**config.mk**
```make
export PLATFORM = sky130hd
export DESIGN_NAME = ps2_key_ctrl_flat
export DESIGN_NICKNAME = d
export VERILOG_FILES = /design/src/rtl/ps2_key_ctrl_if.sv /design/src/rtl/ps2_key_ctrl.sv /design/src/flat_wrapper.sv
export SDC_FILE = /design/constraint.sdc
export NUM_CORES = 1
export LEC_CHECK = 0
export ABC_AREA = 1
export BUFFER_PORTS_ARGS = -buffer_cell sky130_fd_sc_hd__buf_4
export CORE_MARGIN = 4
export CORE_UTILIZATION = 58
export DETAILED_ROUTE_END_ITERATION = 8
export GPL_TIMING_DRIVEN = 0
export PLACE_DENSITY = 0.91
export SLEW_MARGIN = 20
export SYNTH_ARGS = -nofsm -noshare
export SYNTH_HDL_FRONTEND = slang
export SYNTH_SLANG_ARGS = --single-unit
```
**constraint.sdc**
```tcl
create_clock -name clk -period 4.4 [get_ports clk]
set_input_delay 0.22 -clock clk [delete_from_list [all_inputs] [get_ports clk]]
set_output_delay 0.22 -clock clk [all_outputs]
set_load 0.02 [all_outputs]
```
**src/rtl/ps2_key_ctrl_if.sv**
```systemverilog
// FIFO-side handshake between ps2_keyboard and its host controller.
interface ps2_key_ctrl_if;
  logic [7:0] fifo_data;
  logic       fifo_ready;
  logic       fifo_ovf;
  logic       nextdata_n;

  modport master (
    input  fifo_data,
    input  fifo_ready,
    input  fifo_ovf,
    output nextdata_n
  );

  modport slave (
    output fifo_data,
    output fifo_ready,
    output fifo_ovf,
    input  nextdata_n
  );
endinterface

```
**src/rtl/ps2_key_ctrl.sv**
```systemverilog
// Pops scan-code bytes from ps2_keyboard, folds E0/F0 prefixes into key events,
// tracks the held key and counts presses.
module ps2_key_ctrl #(
  parameter int unsigned CNT_W     = 8,
  parameter bit          COUNT_REP = 1'b0
) (
  input  logic             clk,
  input  logic             rst,
  ps2_key_ctrl_if.master   fifo,
  input  logic             clr,
  output logic             key_valid,
  output logic [7:0]       key_code,
  output logic             key_ext,
  output logic             key_brk,
  output logic             key_rep,
  output logic             key_down,
  output logic [CNT_W-1:0] press_count,
  output logic             ovf_sticky
);

  typedef enum logic [1:0] {IDLE, POP, GAP} state_t;

  state_t           state_q, state_d;
  logic [7:0]       byte_q, byte_d;
  logic             pend_ext_q, pend_ext_d;
  logic             pend_brk_q, pend_brk_d;
  logic             nextdata_n_q, nextdata_n_d;
  logic             key_valid_q, key_valid_d;
  logic [7:0]       key_code_q, key_code_d;
  logic             key_ext_q, key_ext_d;
  logic             key_brk_q, key_brk_d;
  logic             key_rep_q, key_rep_d;
  logic             key_down_q, key_down_d;
  logic [7:0]       held_code_q, held_code_d;
  logic             held_ext_q, held_ext_d;
  logic [CNT_W-1:0] cnt_q, cnt_d;
  logic             ovf_q, ovf_d;
  logic             inc;
  logic             match;

  always_comb begin
    state_d      = state_q;
    byte_d       = byte_q;
    pend_ext_d   = pend_ext_q;
    pend_brk_d   = pend_brk_q;
    nextdata_n_d = 1'b1;
    key_valid_d  = 1'b0;
    key_code_d   = key_code_q;
    key_ext_d    = key_ext_q;
    key_brk_d    = key_brk_q;
    key_rep_d    = key_rep_q;
    key_down_d   = key_down_q;
    held_code_d  = held_code_q;
    held_ext_d   = held_ext_q;
    inc          = 1'b0;
    match        = (held_code_q == byte_q) && (held_ext_q == pend_ext_q);

    case (state_q)
      IDLE: begin
        if (fifo.fifo_ready) begin
          byte_d       = fifo.fifo_data;
          nextdata_n_d = 1'b0;
          state_d      = POP;
        end
      end
      POP: begin
        state_d = GAP;
        if (byte_q == 8'hE0) begin
          pend_ext_d = 1'b1;
        end else if (byte_q == 8'hF0) begin
          pend_brk_d = 1'b1;
        end else begin
          key_valid_d = 1'b1;
          key_code_d  = byte_q;
          key_ext_d   = pend_ext_q;
          key_brk_d   = pend_brk_q;
          pend_ext_d  = 1'b0;
          pend_brk_d  = 1'b0;
          if (!pend_brk_q) begin
            if (key_down_q && match) begin
              key_rep_d = 1'b1;
              inc       = COUNT_REP;
            end else begin
              key_rep_d   = 1'b0;
              key_down_d  = 1'b1;
              held_code_d = byte_q;
              held_ext_d  = pend_ext_q;
              inc         = 1'b1;
            end
          end else begin
            key_rep_d = 1'b0;
            if (match) key_down_d = 1'b0;
          end
        end
      end
      GAP:     state_d = IDLE;
      default: state_d = IDLE;
    endcase

    // clr overrides a same-cycle press increment
    cnt_d = clr ? '0 : cnt_q + {{(CNT_W-1){1'b0}}, inc};
    ovf_d = (ovf_q | fifo.fifo_ovf) & ~clr;
  end

  always_ff @(posedge clk or negedge rst) begin
    if (!rst) begin
      state_q      <= IDLE;
      byte_q       <= '0;
      pend_ext_q   <= 1'b0;
      pend_brk_q   <= 1'b0;
      nextdata_n_q <= 1'b1;
      key_valid_q  <= 1'b0;
      key_code_q   <= '0;
      key_ext_q    <= 1'b0;
      key_brk_q    <= 1'b0;
      key_rep_q    <= 1'b0;
      key_down_q   <= 1'b0;
      held_code_q  <= '0;
      held_ext_q   <= 1'b0;
      cnt_q        <= '0;
      ovf_q        <= 1'b0;
    end else begin
      state_q      <= state_d;
      byte_q       <= byte_d;
      pend_ext_q   <= pend_ext_d;
      pend_brk_q   <= pend_brk_d;
      nextdata_n_q <= nextdata_n_d;
      key_valid_q  <= key_valid_d;
      key_code_q   <= key_code_d;
      key_ext_q    <= key_ext_d;
      key_brk_q    <= key_brk_d;
      key_rep_q    <= key_rep_d;
      key_down_q   <= key_down_d;
      held_code_q  <= held_code_d;
      held_ext_q   <= held_ext_d;
      cnt_q        <= cnt_d;
      ovf_q        <= ovf_d;
    end
  end

  assign fifo.nextdata_n = nextdata_n_q;
  assign key_valid       = key_valid_q;
  assign key_code        = key_code_q;
  assign key_ext         = key_ext_q;
  assign key_brk         = key_brk_q;
  assign key_rep         = key_rep_q;
  assign key_down        = key_down_q;
  assign press_count     = cnt_q;
  assign ovf_sticky      = ovf_q;

endmodule

```
**src/flat_wrapper.sv**
```systemverilog
// flat-port wrapper written by rule: the top's interface ports become plain ports
module ps2_key_ctrl_flat 
#(
  parameter int unsigned CNT_W     = 8,
  parameter bit          COUNT_REP = 1'b0
)
  (clk, rst, clr, key_valid, key_code, key_ext, key_brk, key_rep, key_down, press_count, ovf_sticky, fifo_fifo_data, fifo_fifo_ready, fifo_fifo_ovf, fifo_nextdata_n);
  ps2_key_ctrl_if fifo_i ();
  input  logic clk;
  input  logic rst;
  input  logic clr;
  output logic key_valid;
  output logic [7:0] key_code;
  output logic key_ext;
  output logic key_brk;
  output logic key_rep;
  output logic key_down;
  output logic [CNT_W-1:0] press_count;
  output logic ovf_sticky;
  input wire logic [$bits(fifo_i.fifo_data)-1:0] fifo_fifo_data;
  input wire logic [$bits(fifo_i.fifo_ready)-1:0] fifo_fifo_ready;
  input wire logic [$bits(fifo_i.fifo_ovf)-1:0] fifo_fifo_ovf;
  output wire logic [$bits(fifo_i.nextdata_n)-1:0] fifo_nextdata_n;
  assign fifo_i.fifo_data = fifo_fifo_data;
  assign fifo_i.fifo_ready = fifo_fifo_ready;
  assign fifo_i.fifo_ovf = fifo_fifo_ovf;
  assign fifo_nextdata_n = fifo_i.nextdata_n;
  ps2_key_ctrl #(.CNT_W(CNT_W), .COUNT_REP(COUNT_REP)) u_core (.clk(clk), .rst(rst), .fifo(fifo_i), .clr(clr), .key_valid(key_valid), .key_code(key_code), .key_ext(key_ext), .key_brk(key_brk), .key_rep(key_rep), .key_down(key_down), .press_count(press_count), .ovf_sticky(ovf_sticky));
endmodule
```
==> flow_summary.json, run 1 <==
{
  "cellPowerDensity_nw_per_um2": 519,
  "antenna_found_initial": 0,
  "post-route-util_pct": 73.5,
  "synth_top_family_by_area": "simple AND/OR/NAND/NOR gates",
  "io_buffers": 35,
  "clkLatencyLatePin_ns": 0.36,
  "slew_viol_final": 0,
  "switching_share_pct": 35.9,
  "die_x_um": 64.8,
  "placedCellCount": 287,
  "numClockSinks": 44,
  "p_int_uw": 752,
  "setup_viol": 0,
  "period_needed_ns": 2.34,
  "design_area_um2": 2260,
  "cp_common_cell": "nand2_1",
  "path_clk_slew_ns": 0.12,
  "rows": 20,
  "grt-ovfl-total": 0,
  "maxCapViolCount": 0,
  "routedWlPerCell_um": 12.7,
  "root_buffer": "clkbuf_4",
  "area_delta_synth_final_pct": 20.6,
  "cts_inserted_buffers": 5,
  "final_nets": 266,
  "n_fill_cell": 234,
  "totalWireLength_mm": 3.77,
  "placed_cell_area_um2": 2190,
  "drtAntennaViolNets": 0,
  "avgSynthCellArea_um2": 9.01,
  "ys_types": 20,
  "grt_pass1_vias": 1420,
  "num_vias": 1486,
  "vdd_ir_drop_max_v": 0.000286,
  "synthAdderAreaFrac_pct": 1.34,
  "ys_warn_count": 0,
  "final-instance-count-excl-fill": 296,
  "dr.pass1.iters": 4,
  "synth_compound_gate_area_share_pct": 6.34,
  "muxShareOfSynthArea_pct": 0,
  "worstPathCellList": "nand2_1, nor2_1, nand2_1, nand3_4, nor2_4, nand2_2, inv_1, ha_1, ha_1, nand2_1, nor3_1, nand2_1, xor2_1, nor2_1",
  "synthesis.nets": 223,
  "core_um2": 3080,
  "crit_path_top_delay_cell": "dfrtp_1",
  "final_cell_mix": "nand2_1 (67), dfrtp_1 (43), buf_4 (37)",
  "clockBufferDepth": 2,
  "rsz0062_at_grt": "false",
  "grt_util_all_layers_pct": 20.1,
  "netlist_area_um2": 1870,
  "cts_max_level": 2,
  "dpl.hpwl_mm": 2.69,
  "grt_pass1_wl_mm": 6.27,
  "hold_class": "input port to flip-flop",
  "p_leak_uw": 0.00118,
  "clkPwrFrac_pct": 17.4,
  "slew_headroom_pct": 64.7,
  "end_kind": "flip-flop",
  "drcViolationCount": 0,
  "crit_type": "flip-flop to flip-flop",
  "synthCells": 208,
  "p_sw_uw": 421,
  "layout-drive-gt1-share_pct": 20.2,
  "tns_ns": 0,
  "max_stage_delay_ns": 0.46,
  "antennaDiodeCount": 0,
  "cts_tree": "built",
  "post-cts-setup-buffer-count": 0,
  "hold_viol": 0,
  "synth_simple_gate_area_share_pct": 24.6,
  "outcome": "complete, no violations",
  "die_height_um": 64.8,
  "start_kind": "flip-flop",
  "power_frac_seq_pct": 50.4,
  "combPwrFrac_pct": 32.2,
  "yosysSeqAreaShare_pct": 58.8,
  "initial_core_util_pct": 60.9,
  "crit_required_ns": 4.67,
  "tightest_slew_ns": 0.529,
  "gp_congestion": 0.773,
  "final_common_cell": "nand2_1",
  "cp_max_fo": 10,
  "first_iter_violations": 82,
  "min_period_over_period_pct": 53.3,
  "ys_ff_latch": 44,
  "dieArea_um2": 4200,
  "max_freq_mhz": 427,
  "finalClockSkew_ns": 0.00613,
  "total_power_uw": 1170,
  "cp_data_arrival_time_ns": 2.61,
  "viasPerCell": 5.02,
  "grt_start_max_net_pins": 45,
  "synth_xor_area_share_pct": 3.27,
  "num_io_pins": 36
}
final timing paths:
path / start / end / slack (ns) / cells past startpoint
setup / recovery: u_core.byte_q[6] / u_core.press_count[6] / 2.06 / 14
hold / removal: fifo_fifo_data[4] / u_core.byte_q[4] / 0.04 / 3
setup reg to reg: u_core.byte_q[6] / u_core.press_count[6] / 2.06 / 14
hold reg to reg: u_core.key_ext / u_core.key_ext / 0.50 / 2
max in group asynchronous: rst / u_core.fifo.nextdata_n / 3.64 / 2
min in group asynchronous: rst / u_core.press_count[2] / 0.38 / 2
per-stage QoR:
step	setup slack, ns	hold WS [ns]
3_3_place_gp	2.13	0.237
3_5_place_dp	2.05	0.236
2_1_floorplan	2.39	-0.0756
4_1_cts	2.03	0.0324
6_report	2.06	0.0444
5_1_grt	1.80	0.0262
Yosys cell counts:
| cell | n | share of area (%) |
|---|---|---|
| nand2_1 | 67 | 13 |
| buf_4 | 2 | 0.80 |
| nor3_1 | 3 | 0.80 |
| ha_1 | 2 | 1.3 |
| clkbuf_1 | 1 | 0.20 |
| dfstp_2 | 1 | 1.4 |
| buf_6 | 1 | 0.60 |
| o21ai_2 | 1 | 0.47 |
| nor2_4 | 2 | 1.2 |
| dfrtp_1 | 43 | 57 |
| nand2_2 | 1 | 0.33 |
| nand3_1 | 15 | 4.0 |
| nand3_4 | 1 | 0.93 |
| or2_2 | 1 | 0.33 |
| xnor2_1 | 6 | 2.8 |
| o21ai_0 | 16 | 4.3 |
| nor2_1 | 18 | 3.6 |
| xor2_1 | 1 | 0.47 |
| a21oi_1 | 6 | 1.6 |
| inv_1 | 20 | 4.0 |
state kept, by name, summed over array words and instances (netlist names):
name and cells:
u_core.state_q 2, u_core.fifo.nextdata_n 1, u_core.key_code 8, u_core.ovf_sticky 1, u_core.key_down 1, u_core.pend_ext_q 1, u_core.key_brk 1, u_core.held_ext_q 1
u_core.pend_brk_q 1, u_core.key_rep 1, u_core.press_count 8, u_core.held_code_q 8, u_core.key_valid 1, u_core.byte_q 8, u_core.key_ext 1
critical path: cells and delay by family (launching register included):
kind                       cells  cell delay, ns
buffers and inverters          1            0.09
adders and majority gates      2            0.34
xor gates and xnor gates       1            0.14
and+or+nand+nor               10            1.21
DFF                            1            0.46
power by group through the flow:
stage | clock [µW] | combinational, µW | sequential (µW)
global placement | 0 | 368 | 593
floorplan | 0 | 190 | 642
CTS | 208 | 384 | 592
global route | 225 | 423 | 605
detailed placement | 0 | 382 | 600
finish | 204 | 378 | 591
layer usage:
| metal | part of all wire, % | GRT usage, % | wire, µm |
|---|---|---|---|
| met4 | 1.9 | 9.23 | 71 |
| met1 | 41 | 21.7 | 1540 |
| met3 | 5.7 | 6.07 | 216 |
| met5 | 0 | 0 | 0 |
| met2 | 52 | 35.6 | 1950 |
layout make-up:
| cell class | instances | area [µm²] | area share (%) |
|---|---|---|---|
| multi-input combinational | 140 | 667 | 29.5 |
| clock buffer | 8 | 58.8 | 2.60 |
| timing repair buffer | 36 | 273 | 12.1 |
| buffer | 4 | 30.0 | 1.33 |
| sequential | 44 | 1100 | 48.8 |
| tap | 44 | 55.1 | 2.43 |
| inverter | 20 | 75.1 | 3.32 |
timing repair:
action	CTS	global route
endpoints found under the hold margin	43	0
resized for setup	0	0
hold buffers	1	0
kinds of logic (layout without fill, tap and decap cells):
group,count (synthesis),after routing
and+or+nand+nor,108,108
DFF,44,44
buffers and inverters,24,68
AOI/OAI and AO/OA,23,23
xor gates and xnor gates,7,7
adders and majority gates,2,2
Note: power is estimated with default switching activity, not from simulation.
==> inputs of run 2 (changes only) <==
ABC_AREA = 0   (was 1)
CORE_UTILIZATION = 54   (was 58)
PLACE_DENSITY = 0.86   (was 0.91)
clock period = 2.2 ns   (was 4.4 ns; I/O delays follow)
==> run 2 against run 1 <==
Maximum frequency grew 11%. Clock power rose by 110%. Count of clock-buffer cells in the layout stayed put. Cell area up 7.5%. Sequential share of layout area shrank 3.3 points. Total power is 120% higher. Core utilization is 3.6 points higher. Largest power group unchanged. Critical path depth is 5 lower. Global-route usage decreased by 0.99 points. Critical path type unchanged. Non-clock buffer count grew 15.
==> flow_summary.json, run 2 <==
{
  "combPwrFrac_pct": 36.2,
  "final_cell_mix": "buf_4 (43), dfrtp_1 (41), nand2_1 (19)",
  "period_needed_ns": 2.12,
  "root_buffer": "clkbuf_4",
  "dr.pass1.iters": 4,
  "clkPwrFrac_pct": 16.5,
  "slew_headroom_pct": 64.5,
  "design_area_um2": 2430,
  "ys_ff_latch": 44,
  "finalClockSkew_ns": 0.0129,
  "synthCells": 142,
  "post-route-util_pct": 77.1,
  "num_io_pins": 36,
  "hold_viol": 0,
  "maxCapViolCount": 0,
  "crit_type": "flip-flop to flip-flop",
  "ys_warn_count": 0,
  "synth_edf_count": 0,
  "synth_area_leaders": "dfrtp_1 (58%), mux2_4 (7.3%), xor2_1 (6.2%), mux2_2 (6.1%), nand2_1 (3.9%)",
  "p_sw_uw": 899,
  "cts_inserted_buffers": 5,
  "end_kind": "flip-flop",
  "vdd_ir_drop_max_v": 0.000616,
  "area_delta_synth_final_pct": 31.6,
  "final_common_cell": "buf_4",
  "hold_class": "input port to flip-flop",
  "synth_largest_area_cell": "dfrtp_1",
  "path_clk_slew_ns": 0.12,
  "dpl.hpwl_mm": 2.55,
  "worstPathCellList": "nand4b_1, o41ai_4, nor2_2, nand2_4, inv_2, ha_4, ha_2, xnor2_1, nor2_1",
  "ys_types": 32,
  "async_reset_ff_share_pct": 100,
  "start_kind": "flip-flop",
  "grt_pass1_vias": 1333,
  "max_freq_mhz": 472,
  "r2r_cells": 9,
  "cts_tree": "built",
  "grt_start_max_net_pins": 45,
  "avgSynthCellArea_um2": 13.0,
  "cellPowerDensity_nw_per_um2": 1080,
  "clockBufferDepth": 2,
  "totalWireLength_mm": 3.92,
  "dieArea_um2": 4420,
  "numClockSinks": 44,
  "synthesis.nets": 157,
  "routedWlPerCell_um": 15.9,
  "rows": 20,
  "max_stage_delay_ns": 0.44,
  "min_period_over_period_pct": 96.3,
  "num_vias": 1300,
  "drtAntennaViolNets": 0,
  "yosysSeqAreaShare_pct": 59.6,
  "antennaDiodeCount": 0,
  "slew_viol_final": 0,
  "yosysTopAreaCellShare_pct": 58.2,
  "gp_congestion": 0.756,
  "first_iter_violations": 73,
  "grt_util_all_layers_pct": 19.1,
  "setup_viol": 0,
  "yosys.cell_count.top_type": "dfrtp_1",
  "final_nets": 216,
  "synthTopCellsByCount": "dfrtp_1 (43), nand2_1 (19), nor2_1 (13), xor2_1 (13), mux2_2 (10)",
  "cp_data_arrival_time_ns": 2.34,
  "placed_cell_area_um2": 2160,
  "tightest_slew_ns": 0.533,
  "io_buffers": 34,
  "ys.flop_type": "dfrtp_1",
  "hold-path-cell-count": 2,
  "crit_path_top_delay_cell": "dfrtp_1",
  "grt_pass1_wl_mm": 6.27,
  "p_leak_uw": 0.00118,
  "cts_max_level": 2,
  "grt-ovfl-total": 0,
  "layout-drive-gt1-share_pct": 43.1,
  "viasPerCell": 5.28,
  "die_x_um": 66.5,
  "p_int_uw": 1730,
  "drcViolationCount": 0,
  "cp_max_fo": 5,
  "antenna_found_initial": 0,
  "initial_core_util_pct": 58.6,
  "core_um2": 3150,
  "switching_share_pct": 34.2,
  "die_height_um": 66.5,
  "outcome": "complete, no violations",
  "crit_required_ns": 2.43,
  "power_frac_seq_pct": 47.4,
  "clkLatencyLatePin_ns": 0.36,
  "netlist_area_um2": 1850
}
run 2: cell families (layout without fill, tap and decap cells):
logic type               count (synthesis)  in the layout  synth area share, %
AND/OR/NAND/NOR                         49             49                 13.8
flip-flops                              44             44                 59.6
multiplexers                            19             19                 13.4
XOR/XNOR                                15             15                 7.11
buffers and inverters                    7             67                 1.69
AO/OA/AOI/OAI                            6              6                 2.98
adder cells (fa/ha/maj)                  2              2                 1.35
run 2: what timing repair did:
action | CTS | global route
hold buffers | 10 | 0
resized for setup | 1 | 9
endpoints found under the hold margin | 52 | 0
buffers inserted | 1 | 7
pin swaps | 1 | 6
endpoints found under the setup margin | 7 | 5
run 2: final timing paths:
kind	start	endpoint	slack (ns)
hold reg to reg	u_core.key_ext	u_core.key_ext	0.49
max in group asynchronous	rst	u_core.fifo.nextdata_n	1.55
setup reg to reg	u_core.byte_q[3]	u_core.press_count[2]	0.08
min in group asynchronous	rst	u_core.key_brk	0.26
hold / removal	clr	u_core.press_count[6]	0.15
setup / recovery	u_core.byte_q[3]	u_core.press_count[2]	0.08
run 2: per-layer routing:
layer	track usage [%]	up-vias	share of wire, %
li1	-	594	-
met1	23.8	654	39
met2	32.8	39	52
met3	4.05	13	4.9
met4	6.35	0	3.5
met5	0	-	0
run 2: power by group through the flow:
stage / registers [µW] / clock network, µW / logic, µW
final: 1250 / 433 / 951
after CTS: 1240 / 436 / 887
after global placement: 1240 / 0 / 836
after floorplan: 1330 / 0 / 484
after global routing: 1280 / 488 / 1020
after detailed placement: 1260 / 0 / 864
run 2: cell type report:
| cell class | count | area (µm²) |
|---|---|---|
| fill | 203 | 722 |
| timing repair buffer | 52 | 415 |
| inverter | 4 | 15.0 |
| sequential | 44 | 1100 |
| multi-input combinational | 91 | 756 |
| buffer | 3 | 16.3 |
| tap | 44 | 55.1 |
| clock buffer | 8 | 68.8 |
run 2: critical path, delay by kind of cell (launching register included):
family	cells	cell delay, ns
AOI/OAI and AO/OA	1	0.44
xor gates and xnor gates	1	0.20
and+or+nand+nor	4	0.53
DFF	1	0.44
buffers and inverters	1	0.04
adders and majority gates	2	0.35
run 2: per-stage QoR:
stage	power, µW	hold slack, ns	setup WS (ns)	setup TNS (ns)	instances
after detailed placement	2120	0.131	-0.150	-0.655	220
after floorplan	1820	-0.186	0.125	0	142
final	2630	0.149	0.0819	0	246
after global placement	2080	0.117	-0.0502	-0.172	220
after CTS	2570	0.138	0.00360	0	239
after global routing	2780	0.150	-0.00662	-0.0163	246
